**config.mk**
```make
export PLATFORM = sky130hd
export DESIGN_NAME = wb_timer
export DESIGN_NICKNAME = d
export VERILOG_FILES = /design/src/rtl/wb_timer_pkg.sv /design/src/rtl/wb_timer_prescaler.sv /design/src/rtl/wb_timer.sv
export SDC_FILE = /design/constraint.sdc
export NUM_CORES = 1
export LEC_CHECK = 0
export BUFFER_PORTS_ARGS = -buffer_cell sky130_fd_sc_hd__buf_2
export CAP_MARGIN = 20
export CORE_MARGIN = 2
export CORE_UTILIZATION = 46
export DETAILED_ROUTE_END_ITERATION = 8
export PLACE_DENSITY = 0.75
export SYNTH_ARGS = -nofsm -noshare
export SYNTH_HDL_FRONTEND = slang
export SYNTH_SLANG_ARGS = --single-unit
```
**constraint.sdc**
```tcl
create_clock -name clk -period 13.75 [get_ports clk]
set_input_delay 2.75 -clock clk [delete_from_list [all_inputs] [get_ports clk]]
set_output_delay 2.75 -clock clk [all_outputs]
set_load 0.01 [all_outputs]
```
**src/rtl/wb_timer_pkg.sv**
```systemverilog
// Shared constants, register-map offsets and register-file types for the machine timer.
package wb_timer_pkg;

    localparam int unsigned DATA_W     = 32;
    localparam int unsigned SEL_W      = DATA_W / 8;
    localparam int unsigned MTIME_W    = 64;
    localparam int unsigned PRESCALE_W = 16;
    localparam int unsigned OFS_W      = 8;

    // Byte offsets of the mapped registers inside the decoded window
    localparam logic [OFS_W-1:0] MTIME_LO_OFS    = 8'h00;
    localparam logic [OFS_W-1:0] MTIME_HI_OFS    = 8'h04;
    localparam logic [OFS_W-1:0] MTIMECMP_LO_OFS = 8'h08;
    localparam logic [OFS_W-1:0] MTIMECMP_HI_OFS = 8'h0C;
    localparam logic [OFS_W-1:0] PRESCALE_OFS    = 8'h10;

    // Compare value parked at the maximum so no interrupt fires out of reset
    localparam logic [MTIME_W-1:0] MTIMECMP_RST = 64'hFFFF_FFFF_FFFF_FFFF;

    typedef enum logic [2:0] {
        REG_MTIME_LO,
        REG_MTIME_HI,
        REG_MTIMECMP_LO,
        REG_MTIMECMP_HI,
        REG_PRESCALE,
        REG_NONE
    } reg_sel_e;

    typedef struct packed {
        logic [MTIME_W-1:0]    mtime;
        logic [MTIME_W-1:0]    mtimecmp;
        logic [PRESCALE_W-1:0] prescale;
    } timer_regs_t;

    localparam timer_regs_t TIMER_REGS_RST = '{
        mtime:    '0,
        mtimecmp: MTIMECMP_RST,
        prescale: '0
    };

    // Replace only the byte lanes flagged in sel; other lanes keep old_val
    function automatic logic [DATA_W-1:0] merge_bytes(
        input logic [DATA_W-1:0] old_val,
        input logic [DATA_W-1:0] new_val,
        input logic [SEL_W-1:0]  sel
    );
        logic [DATA_W-1:0] res;
        res = old_val;
        for (int unsigned i = 0; i < SEL_W; i++) begin
            if (sel[i]) begin
                res[8*i +: 8] = new_val[8*i +: 8];
            end
        end
        return res;
    endfunction

endpackage

```
**src/rtl/wb_timer_prescaler.sv**
```systemverilog
// Free-running divider: counts 0..prescale and ticks on the terminal count.
module wb_timer_prescaler
    import wb_timer_pkg::*;
(
    input  logic                  clk,
    input  logic                  rst,
    input  logic [PRESCALE_W-1:0] prescale,
    input  logic                  clear,
    output logic                  tick
);

    logic [PRESCALE_W-1:0] count;

    // Terminal count reached; >= keeps the divider safe if count ever exceeds the limit
    assign tick = (count >= prescale);

    // Counter wraps on tick and restarts from zero whenever the divisor is rewritten
    always_ff @(posedge clk or posedge rst) begin
        if (rst) begin
            count <= '0;
        end else if (clear || tick) begin
            count <= '0;
        end else begin
            count <= count + PRESCALE_W'(1);
        end
    end

endmodule

```
**src/rtl/wb_timer.sv**
```systemverilog
// RISC-V style machine timer (mtime/mtimecmp) behind a pipelined Wishbone slave.
module wb_timer
    import wb_timer_pkg::*;
#(
    parameter int unsigned size = 'h1000
) (
    input  logic              clk,
    input  logic              rst,
    input  logic [31:0]       wb_adr,
    input  logic [DATA_W-1:0] wb_dat_m,
    output logic [DATA_W-1:0] wb_dat_s,
    input  logic [SEL_W-1:0]  wb_sel,
    input  logic              wb_we,
    input  logic              wb_cyc,
    input  logic              wb_stb,
    output logic              wb_ack,
    output logic              wb_stall,
    output logic              wb_err,
    output logic              irq_timer
);

    localparam int unsigned AW = $clog2(size);
    localparam int unsigned WW = AW - 2;

    localparam logic [WW-1:0] W_MTIME_LO    = WW'(MTIME_LO_OFS[OFS_W-1:2]);
    localparam logic [WW-1:0] W_MTIME_HI    = WW'(MTIME_HI_OFS[OFS_W-1:2]);
    localparam logic [WW-1:0] W_MTIMECMP_LO = WW'(MTIMECMP_LO_OFS[OFS_W-1:2]);
    localparam logic [WW-1:0] W_MTIMECMP_HI = WW'(MTIMECMP_HI_OFS[OFS_W-1:2]);
    localparam logic [WW-1:0] W_PRESCALE    = WW'(PRESCALE_OFS[OFS_W-1:2]);

    timer_regs_t       regs;
    timer_regs_t       regs_next;
    reg_sel_e          reg_sel;
    logic [WW-1:0]     word_ofs;
    logic [DATA_W-1:0] rdata;
    logic              accept;
    logic              wr_en;
    logic              rd_en;
    logic              wr_mtime_lo;
    logic              wr_mtime_hi;
    logic              wr_cmp_lo;
    logic              wr_cmp_hi;
    logic              wr_prescale;
    logic              tick;
    logic              unused_adr_bits;

    // Window base and sub-word byte address are resolved outside this block
    assign unused_adr_bits = ^{wb_adr[31:AW], wb_adr[1:0]};
    assign word_ofs        = wb_adr[AW-1:2];

    // Single-cycle slave: never stalls and never errors
    assign wb_stall = 1'b0;
    assign wb_err   = 1'b0;

    assign accept = wb_cyc & wb_stb;
    assign wr_en  = accept & wb_we;
    assign rd_en  = accept & ~wb_we;

    // Word-offset decode; anything outside the five registers maps to REG_NONE
    always_comb begin
        reg_sel = REG_NONE;
        if (word_ofs == W_MTIME_LO) begin
            reg_sel = REG_MTIME_LO;
        end else if (word_ofs == W_MTIME_HI) begin
            reg_sel = REG_MTIME_HI;
        end else if (word_ofs == W_MTIMECMP_LO) begin
            reg_sel = REG_MTIMECMP_LO;
        end else if (word_ofs == W_MTIMECMP_HI) begin
            reg_sel = REG_MTIMECMP_HI;
        end else if (word_ofs == W_PRESCALE) begin
            reg_sel = REG_PRESCALE;
        end
    end

    assign wr_mtime_lo = wr_en && (reg_sel == REG_MTIME_LO);
    assign wr_mtime_hi = wr_en && (reg_sel == REG_MTIME_HI);
    assign wr_cmp_lo   = wr_en && (reg_sel == REG_MTIMECMP_LO);
    assign wr_cmp_hi   = wr_en && (reg_sel == REG_MTIMECMP_HI);
    assign wr_prescale = wr_en && (reg_sel == REG_PRESCALE);

    wb_timer_prescaler u_prescaler (
        .clk      (clk),
        .rst      (rst),
        .prescale (regs.prescale),
        .clear    (wr_prescale),
        .tick     (tick)
    );

    // Read mux from current register state; unmapped words read zero
    always_comb begin
        rdata = '0;
        case (reg_sel)
            REG_MTIME_LO:    rdata = regs.mtime[31:0];
            REG_MTIME_HI:    rdata = regs.mtime[63:32];
            REG_MTIMECMP_LO: rdata = regs.mtimecmp[31:0];
            REG_MTIMECMP_HI: rdata = regs.mtimecmp[63:32];
            REG_PRESCALE:    rdata = DATA_W'(regs.prescale);
            default:         rdata = '0;
        endcase
    end

    // Register-file next state: a bus write to either mtime half pre-empts that cycle's increment
    always_comb begin
        regs_next = regs;
        if (wr_mtime_lo) begin
            regs_next.mtime[31:0] = merge_bytes(regs.mtime[31:0], wb_dat_m, wb_sel);
        end else if (wr_mtime_hi) begin
            regs_next.mtime[63:32] = merge_bytes(regs.mtime[63:32], wb_dat_m, wb_sel);
        end else if (tick) begin
            regs_next.mtime = regs.mtime + MTIME_W'(1);
        end
        if (wr_cmp_lo) begin
            regs_next.mtimecmp[31:0] = merge_bytes(regs.mtimecmp[31:0], wb_dat_m, wb_sel);
        end
        if (wr_cmp_hi) begin
            regs_next.mtimecmp[63:32] = merge_bytes(regs.mtimecmp[63:32], wb_dat_m, wb_sel);
        end
        if (wr_prescale) begin
            regs_next.prescale = PRESCALE_W'(merge_bytes(DATA_W'(regs.prescale), wb_dat_m, wb_sel));
        end
    end

    // Register file state
    always_ff @(posedge clk or posedge rst) begin
        if (rst) begin
            regs <= TIMER_REGS_RST;
        end else begin
            regs <= regs_next;
        end
    end

    // Bus response: ack one cycle after accept, read data captured at the accept edge
    always_ff @(posedge clk or posedge rst) begin
        if (rst) begin
            wb_ack   <= 1'b0;
            wb_dat_s <= '0;
        end else begin
            wb_ack   <= accept;
            wb_dat_s <= rd_en ? rdata : '0;
        end
    end

    // Level interrupt from the registered compare; follows mtime/mtimecmp with one cycle of latency
    always_ff @(posedge clk or posedge rst) begin
        if (rst) begin
            irq_timer <= 1'b0;
        end else begin
            irq_timer <= (regs.mtime >= regs.mtimecmp);
        end
    end

endmodule
```
==> results.json <==
{
  "finalCritPeriodShare": 0.4209,
  "power_density_nw_per_um2": 96.52,
  "slowest_delay_ps": 750,
  "holdWs_ps": 513.7,
  "final_hold_viol_count": 0,
  "drc": 0,
  "synth-seq-cells": 194,
  "worstPathCellList": "buf_2 -> or4_4 -> or2_1 -> or3_2 -> buf_4 -> a21boi_1 -> o21ai_0 -> a21oi_1",
  "min_period_ps": 5788,
  "ys.flop_type": "dfrtp_1",
  "rsz0062_at_grt": "false",
  "first_pass_iters": 6,
  "grt_pass1_vias": 10570,
  "critPathTopFamily": "simple AND/OR/NAND/NOR gates",
  "nets": 1585,
  "syn_inst": 1392,
  "cts_resized": 0,
  "ys_types": 68,
  "ir_worst_vdd_mv": 0.07453,
  "worstPathRequired_ps": 14110,
  "placed_cells": 1746,
  "synth.cell_area_um2": 11970,
  "critPathArrivalTime_ps": 6150,
  "max_cap_viol_count": 0,
  "fmax_ghz": 0.1728,
  "ant_nets": 0,
  "critical_path_peak_fanout": 63,
  "fin_worst_skew_ps": 8.483,
  "drive_gt1_frac": 0.1642,
  "slew_violations": 0,
  "gr-total-overflow": 0,
  "synthArstFlopShare": 1.000,
  "io_pins": 109,
  "fp.dieH_um": 165.3,
  "critPathSlowestCell": "a21boi_1",
  "start_util": 0.4645,
  "first_iter_violations": 1423,
  "clkTransAtPathRegs_ps": 70,
  "synth_edf_count": 0,
  "cts_setup_buffers": 0,
  "relSlewSlack": 0.3065,
  "drt_wl_total_um": 36690,
  "layout_commonest_cell": "nand2_1",
  "crit_buf_inv": 2,
  "final-setup-viol-count": 0,
  "synthToLayoutAreaGrowth_pct": 10.73,
  "final_cells": 1779,
  "antenna_found_initial": 3,
  "total_power_mw": 1.279,
  "num_vias": 11340,
  "synth.avg_cell_area_um2": 8.597,
  "ys_warn_count": 0,
  "endpoint_kind": "flop",
  "cts_tree": "yes",
  "cts-root-buf": "clkbuf_16",
  "grt_max_degree": 129,
  "p_leak_nw": 6.197,
  "die-width_um": 165.3,
  "hold_buffers": 0,
  "post_drt_wl_per_cell_um": 20.63,
  "post-route-util": 0.5143,
  "num-fill-cells": 2295,
  "rows": 59,
  "clock_sinks": 194,
  "grt_usage": 0.2708,
  "hpwlAfterDp_um": 25640,
  "synth-seq-area-share": 0.4124,
  "via_per_inst": 6.374,
  "tightest_slew_ps": 1037,
  "insertion_delay_ps": 440,
  "crit_type": "input port to flop",
  "port_buffers": 84,
  "tns_ps": 0,
  "grt_pass1_wl_um": 57390,
  "status": "complete, no violations",
  "die-area_um2": 27320,
  "hp-class": "flop to flop",
  "htreeDepth": 4,
  "place_congestion": 0.9364,
  "core_area_um2": 25760,
  "clockBufferDepth": 2,
  "cp-start-kind": "input port",
  "layout_common_cells": "172 x nand2_1, 159 x o21ai_0, 145 x a21oi_1, 130 x dfrtp_1, 87 x nor2_1",
  "cts_made_buffers": 17
}
## where the power goes
group,switching (mW),internal (mW)
combinational,0.0690,0.0382
clock,0.236,0.319
sequential,0.0302,0.586
total,0.335,0.944
## through the flow
stage | setup WS [ps] | cell area [µm²]
6_report | 7962 | 13250
3_3_place_gp | 7725 | 12600
2_1_floorplan | 5822 | 11970
5_1_grt | 7785 | 13250
4_1_cts | 8079 | 13250
3_5_place_dp | 7684 | 12600
## cell type report
cell class | count | area (µm²) | area share
multi-input cells | 1029 | 6361 | 0.4801
flip-flops and latches | 194 | 4935 | 0.3724
repair buffers | 101 | 548.0 | 0.04136
clock buffers | 19 | 452.9 | 0.03418
well taps | 335 | 419.2 | 0.03163
inverters | 87 | 334.1 | 0.02521
clock inverters | 13 | 197.7 | 0.01492
diodes | 1 | 2.502 | 0.0001889
## metal layers
layer | GRT usage | up-vias | routed length [µm]
met5 | 0 | - | 27
met2 | 0.4271 | 629 | 16810
met4 | 0.1246 | 4 | 1507
met1 | 0.3648 | 5459 | 14970
met3 | 0.04695 | 122 | 3370
li1 | - | 5126 | -
## synthesized netlist by cell type (3+ instances only)
cell type	instances	share of area
nor2_1	88	0.028
o21a_1	9	0.0056
nand2_1	172	0.054
a21oi_4	3	0.0041
nor4_1	11	0.0058
nand3b_1	6	0.0038
or3_1	8	0.0042
a21oi_1	146	0.061
a21o_1	9	0.0056
o2bb2ai_1	3	0.0022
o22ai_1	23	0.012
xnor2_1	5	0.0037
a21boi_0	3	0.0019
a222oi_1	16	0.013
o21ai_0	159	0.066
clkbuf_1	64	0.020
mux2i_1	4	0.0033
mux2_2	16	0.015
a31oi_1	8	0.0042
nand3_1	52	0.022
and3_1	30	0.016
xor2_1	9	0.0066
dfrtp_1	130	0.27
buf_2	7	0.0029
a22oi_1	31	0.019
inv_1	87	0.027
nand4_1	32	0.017
dfstp_2	64	0.14
o31ai_1	8	0.0050
and4_1	9	0.0066
nor3_1	14	0.0059
or4_1	3	0.0019
buf_6	6	0.0056
or2_2	3	0.0016
o31a_1	4	0.0029
and2_1	5	0.0026
a32oi_1	6	0.0044
buf_4	4	0.0025
a211oi_1	11	0.0069
nand2b_1	5	0.0026
ha_1	82	0.086
## registers in the layout, indices dropped and copies added (netlist names)
| name | flops |
|---|---|
| wb_dat_s | 32 |
| regs | 144 |
| u_prescaler.count | 16 |
| irq_timer | 1 |
| wb_ack | 1 |
## final timing paths
path	slack (ps)	end	startpoint	cells after the start
max	7960	regs[131]	wb_adr[6]	8
min	510	u_prescaler.count[0]	u_prescaler.count[0]	1
max reg2reg	10530	regs[125]	regs[101]	8
min reg2reg	510	u_prescaler.count[0]	u_prescaler.count[0]	1
max in group asynchronous	9840	regs[110]	rst	3
min in group asynchronous	2490	wb_dat_s[15]	rst	2
## logic make-up (layout without fill, tap and decap cells)
| family | after synthesis | in the layout | synth area share |
|---|---|---|---|
| AND/OR/NAND/NOR | 447 | 447 | 0.1776 |
| XOR/XNOR | 14 | 14 | 0.01025 |
| multiplexers | 22 | 22 | 0.02217 |
| buffers and inverters | 170 | 220 | 0.05908 |
| other | 1 | 3 | 0.0003134 |
| flip-flops | 194 | 194 | 0.4124 |
| AO/OA/AOI/OAI | 462 | 462 | 0.2324 |
| adder cells (fa/ha/maj) | 82 | 82 | 0.08574 |
No activity file was read; power rests on OpenSTA's default activity.
